===== src/rtl/if_fetch.sv =====
// Instruction-fetch stage: owns the PC, drives the ROM, and fills the IF/ID register.
// Also counts the instructions captured into IF/ID.
//
// state | meaning
// ------+-------------------------------------------
// IDLE  | just out of reset, ROM disabled, PC = RESET_PC
// RUN   | fetching, ROM enabled every cycle
module if_fetch #(
    parameter int                ADDR_W   = 32,
    parameter int                INST_W   = 32,
    parameter logic [ADDR_W-1:0] RESET_PC = '0
) (
    input  logic              clk,
    input  logic              rst,
    input  logic [5:0]        stall,
    input  logic              flush,
    input  logic [ADDR_W-1:0] new_pc,
    input  logic              branch_flag,
    input  logic [ADDR_W-1:0] branch_target,
    input  logic [INST_W-1:0] inst_i,
    output logic              ce,
    output logic [ADDR_W-1:0] pc,
    output logic [ADDR_W-1:0] id_pc,
    output logic [INST_W-1:0] id_inst,
    output logic [31:0]       fetch_cnt
);

    localparam logic [0:0] IDLE = 1'b0;
    localparam logic [0:0] RUN  = 1'b1;

    logic [0:0]        state_q, state_d;
    logic [ADDR_W-1:0] pc_q, pc_d;
    logic [ADDR_W-1:0] id_pc_q, id_pc_d;
    logic [INST_W-1:0] id_inst_q, id_inst_d;
    logic [31:0]       fetch_cnt_q, fetch_cnt_d;
    logic              capture;

    // Upper stall bits belong to later stages; low address bits are forced to word alignment.
    logic unused_inputs;
    assign unused_inputs = ^{stall[5:2], new_pc[1:0], branch_target[1:0]};

    assign capture = !flush && !stall[1] && !stall[0] && (state_q == RUN);

    always_comb begin
        state_d     = RUN;
        pc_d        = pc_q;
        id_pc_d     = id_pc_q;
        id_inst_d   = id_inst_q;
        fetch_cnt_d = fetch_cnt_q;

        if (state_q == RUN) begin
            if (flush) begin
                pc_d = {new_pc[ADDR_W-1:2], 2'b00};
            end else if (!stall[0]) begin
                if (branch_flag) begin
                    pc_d = {branch_target[ADDR_W-1:2], 2'b00};
                end else begin
                    pc_d = pc_q + ADDR_W'(4);
                end
            end
        end

        if (flush || (!stall[1] && (stall[0] || (state_q == IDLE)))) begin
            id_pc_d   = '0;
            id_inst_d = '0;
        end else if (capture) begin
            id_pc_d     = pc_q;
            id_inst_d   = inst_i;
            fetch_cnt_d = fetch_cnt_q + 32'd1;
        end
    end

    always_ff @(posedge clk or posedge rst) begin
        if (rst) begin
            state_q     <= IDLE;
            pc_q        <= RESET_PC;
            id_pc_q     <= '0;
            id_inst_q   <= '0;
            fetch_cnt_q <= '0;
        end else begin
            state_q     <= state_d;
            pc_q        <= pc_d;
            id_pc_q     <= id_pc_d;
            id_inst_q   <= id_inst_d;
            fetch_cnt_q <= fetch_cnt_d;
        end
    end

    assign ce        = (state_q == RUN);
    assign pc        = pc_q;
    assign id_pc     = id_pc_q;
    assign id_inst   = id_inst_q;
    assign fetch_cnt = fetch_cnt_q;

endmodule


===== config.mk =====
export PLATFORM = sky130hd
export DESIGN_NAME = if_fetch
export DESIGN_NICKNAME = d
export VERILOG_FILES = /design/src/rtl/if_fetch.sv
export SDC_FILE = /design/constraint.sdc
export NUM_CORES = 1
export LEC_CHECK = 0
export CAP_MARGIN = 40
export CORE_AREA = 2 2 90 179
export CTS_CLUSTER_DIAMETER = 100
export DETAILED_ROUTE_END_ITERATION = 12
export DIE_AREA = 0 0 92 181
export PLACE_DENSITY = 0.76
export RECOVER_POWER = 100
export SYNTH_ARGS = -nofsm -noshare
export SYNTH_HDL_FRONTEND = slang
export SYNTH_SLANG_ARGS = --single-unit

===== constraint.sdc =====
create_clock -name clk -period 4.85 [get_ports clk]
set_input_delay 1.455 -clock clk [delete_from_list [all_inputs] [get_ports clk]]
set_output_delay 1.455 -clock clk [all_outputs]
set_load 0.03 [all_outputs]

==> Yosys cells after proc, flatten, opt, wreduce, memory -nomap -nowiden <==
Index checks and enable logic that the tools add are counted.
{ "totals": {"register_bits": 129, "latchBits": 0, "mem_bits_rw": 0, "romBits": 0, "input_bits": 106, "out_inout_bits": 129, "elab_cells": 29, "n_memories": 0} }
{ "op_classes": {"n_addsub": 2, "multipliers": 0, "div": 0, "n_lt_le_gt_ge": 0, "n_eq_ne": 1, "shift": 0, "muxes": 7, "bitwise": 2, "n_reduce_logical": 12} }
{ "ops": {"columns": ["operator", "n"], "rows": [
  ["32-bit two-way mux", 7],
  ["32-bit by 1-bit adder with 32-bit output (second input constant)", 1],
  ["32-bit by 3-bit adder with 32-bit output (second input constant)", 1],
  ["1-bit logical AND", 4],
  ["2-bit AND reduction", 2],
  ["1-bit zero test", 3],
  ["1-bit logical OR", 2],
  ["2-bit by 1-bit inequality test with 1-bit output (second input constant)", 1],
  ["1-bit NOT", 2],
  ["2-bit nonzero test", 1]
]} }

==> Longest topological paths before layout <==
{ "logic_depth": {"word_depth": 6, "mapped_depth": 7, "ltp_nobuf": 6} }

==> Worst setup path before layout <==
Ideal clock, no wire load.
{ "synth_path": {"path_type": "in2reg", "startpoint": "in flush", "endpoint": "reg fetch_cnt_q[13] (netlist: fetch_cnt[13])", "setup_time_ps": 80, "arrival_ps": 2772, "t_required_ps": 4770, "path_slack_ps": 1998, "stages": 7, "path_cell_list": "clkbuf_1 -> nor4b_2 -> and4_1 -> buf_2 -> nand3_2 -> nor3_1 -> xor2_1"} }
{ "synth_via": {"elab_chain_len": 5} }
{ "synth_lines": {"columns": ["element", "line_no", "rtl"], "rows": [
  ["from (decl)", "16", "input logic flush,"],
  ["1-bit zero test", "42", "assign capture = !flush && !stall[1] && !stall[0] && (state_q == RUN);"],
  ["1-bit logical AND (3 in series)", "42", null],
  ["2-bit AND reduction (no line) (*)", null, null],
  ["to (signal assigned)", "85", "fetch_cnt_q <= fetch_cnt_d;"],
  ["to (decl)", "35", "logic [31:0] fetch_cnt_q, fetch_cnt_d;"]
]} }
Every way passes the cells marked *; elsewhere a longest branch is shown, timed or not.
A chain may end at the register's enable or synchronous reset.

==> Final worst setup path <==
{ "layout_path": {"startpoint": "in stall[0]", "endpoint": "reg fetch_cnt_q[29] (netlist: fetch_cnt[29])"} }
{ "layout_via": {"elab_chain_len": 5} }
{ "layout_lines": {"columns": ["element", "line_no", "rtl"], "rows": [
  ["from (decl)", "15", "input logic [5:0] stall,"],
  ["1-bit logical OR", "63", "if (flush || (!stall[1] && (stall[0] || (state_q == IDLE)))) begin"],
  ["1-bit logical AND", "63", null],
  ["1-bit logical OR", "63", null],
  ["1-bit NOT (no line)", null, null],
  ["2-bit AND reduction (no line) (*)", null, null]
]} }
Marked as above.

==> metrics <==
status finished, violations left; failing checks max-capacitance violations, max-slew violations; Area Overhead vs Synth 49.75%; Final Max Tran Viols 35; Post-CTS Hold Buffers 0; Via Count 5522; antenna violations before repair 1; Post-synth EDFFs 0; Slew @ Worst Pin 1.627 ns; RSZ-0062 raised after global routing no; largest net degree at the start of global routing 67; Post-synth ARST share 1.000; worst hold path class reg -> reg; CTS Sinks 126; Power Dens Cells 335.3 mW/mm^2; die height about 180 um; Crit Path Category in -> reg; Root Buffer clkbuf_16; Post-Synthesis Mean Instance Area 10.76 um^2; Worst EP arrival 4.36 ns; CTS tree done; vias in the first global route around 5800; endpoints failing hold 0; Crit. End Element register; Final Worst Setup Slack 0.8192 ns; most numerous cell in the Yosys netlist dfrtp_1; sequential element share of the synthesized area 0.5252; post-route cell area 0.008990 mm^2; Core Rows 64; Fill cells 1279; Max-cap violations 2; HPWL after detailed placement ~14 mm; Startpoint Class input pin; Clock Skew 0.008522 ns; largest vdd supply drop 240.5 uV; leading area contributor after synthesis dfrtp_1; Syn Inst Count 558; leakage power roughly 4.2 nW; Synth cell types 56; top cell type's share of synthesized area 0.5252; largest cells by area after synthesis dfrtp_1, a22o_1, xnor2_1; total negative slack 0 ns; post-CTS sizing 0; vias per inst 5.612; Ys Warns 0; fin crit share 0.8311; die width between 90 and 100 um; CTS max path bufs 2; Final min period ~4 ns; Synth Flop Type dfrtp_1; die area between 0.015 and 0.02 mm^2; grt total ovfl 0; placed instance area between 0.008 and 0.009 mm^2; hold slack 0.4741 ns; Worst EP required 5.18 ns; total track usage 0.2313; Avg WL per Cell 19.27 um; CP Max Fanout 18; max_slew headroom -0.09055; Pre-Repair DR Iteration Count 5; Setup Slack @ Placement 0.9363 ns; port bufs about 220; first-pass GRT wire length 30.39 mm; fin util 0.5909; #FFs+latches synth 126; CTS Buf Count 17; Setup-failing EPs final 0; Clock Latency Late Sink slightly above 0.4 ns; CTS clk-pin slew, worst paths 0.05 ns; fin nets 884; setup repair bufs after CTS 0; I/O pins 235; layout cells sized above 1 0.06752; Commonest cells post-synth dfrtp_1, a22o_1, nor2_1; H-tree depth 4; DRT antenna net count 0; initial core utilization 0.3946; Netlist Area Pre-Place 0.006003 mm^2; initial DRC count 238; fmax 248.1 MHz; DRC violations left 0; core area 0.01521 mm^2; drt total wl 18.96 mm; Final Wtd Congestion 0.8843
## sequential cells by signal, indices dropped and copies added, names as in the netlist
register,count
ce,1
fetch_cnt,32
id_inst,32
id_pc,31
pc,30
## cell families after synthesis
| family | after synthesis | share of synthesized area |
|---|---|---|
| compound gates | 155 | 0.1940 |
| simple gates | 169 | 0.1619 |
| fa+ha+maj | 2 | 0.004168 |
| flops | 126 | 0.5252 |
| mux | 9 | 0.01522 |
| buf+inv | 52 | 0.03543 |
| xor+xnor | 43 | 0.06273 |
| other cells | 2 | 0.001251 |
## metal layers
metal / GRT usage / vias up / wire length [um]
li1: - / 2486 / -
met1: 0.2555 / 2754 / 6900
met2: 0.4138 / 242 / 10320
met3: 0.04837 / 40 / 1006
met4: 0.1140 / 0 / 736
met5: 0 / - / 0
## worst max-delay path: stages
cell	delay (ns)
dlygate4sd3_1	0.69
nor4b_4	0.33
clkbuf_1	0.69
and4_1	0.45
nand4_1	0.33
nor2b_1	0.26
xor2_1	0.16
## metrics by stage
stage / cells / total power (W)
global route: 984 / 0.003148
CTS: 983 / 0.003079
floorplan: 559 / 0.001536
global placement: 953 / 0.001820
detailed placement: 955 / 0.001840
finish: 984 / 0.003015
## placed cells by master (no fill, tap or decap), types with 3 or more instances in the layout
cell               n
a211oi_1           3
a21o_1             5
a21oi_1           21
a221o_1            3
a221oi_1           6
a22o_1            65
a22oi_1           10
and2_1             3
and3_1            11
and4_1             6
buf_4              5
clkbuf_1           5
clkbuf_16         17
clkbuf_8           3
clkdlybuf4s50_1   93
clkinv_2           3
conb_1             3
dfrtp_1          126
dlygate4sd3_1    130
inv_1             13
mux2i_1            8
nand2_1           34
nand3_1           22
nand4_1           13
nor2_1            40
nor2b_1            8
nor3_1             6
nor3_2             3
nor4_2             4
nor4b_1            3
o21ai_0           22
o22ai_1            5
o31ai_1            3
o41ai_1            4
xnor2_1           23
xor2_1            20
## worst paths after layout
| kind | startpoint | end | slack (ns) | cells after the start |
|---|---|---|---|---|
| min in group asynchronous | rst | id_pc[19]$_DFFE_PP0P_ | 1.91 | 2 |
| worst max register to register | ce$_DFF_PP0_ | fetch_cnt[29]$_DFFE_PP0P_ | 1.91 | 6 |
| worst max-delay path | stall[0] | fetch_cnt[29]$_DFFE_PP0P_ | 0.82 | 7 |
| max in group asynchronous | rst | id_pc[18]$_DFFE_PP0P_ | 1.24 | 4 |
| worst min-delay path | fetch_cnt[31]$_DFFE_PP0P_ | fetch_cnt[31]$_DFFE_PP0P_ | 0.47 | 1 |
| worst min register to register | fetch_cnt[31]$_DFFE_PP0P_ | fetch_cnt[31]$_DFFE_PP0P_ | 0.47 | 1 |
## power breakdown
| group | switching [W] | internal (W) | total, W |
|---|---|---|---|
| Sequential | 0.000115 | 0.00112 | 0.00123 |
| Clock | 0.000440 | 0.000783 | 0.00122 |
| Combinational | 0.000312 | 0.000246 | 0.000558 |
## area by class of cell
| cell class | count | area, um^2 | area share |
|---|---|---|---|
| Clock inverter | 7 | 90.09 | 0.01002 |
| Tap cell | 198 | 247.7 | 0.02756 |
| Inverter | 14 | 53.80 | 0.005985 |
| Sequential cell | 126 | 3153 | 0.3507 |
| Antenna cell | 1 | 2.502 | 0.0002784 |
| Timing Repair Buffer | 236 | 2327 | 0.2589 |
| Multi-Input combinational cell | 381 | 2645 | 0.2942 |
| Clock buffer | 21 | 470.5 | 0.05233 |
Note: power is estimated with default switching activity, not from simulation.
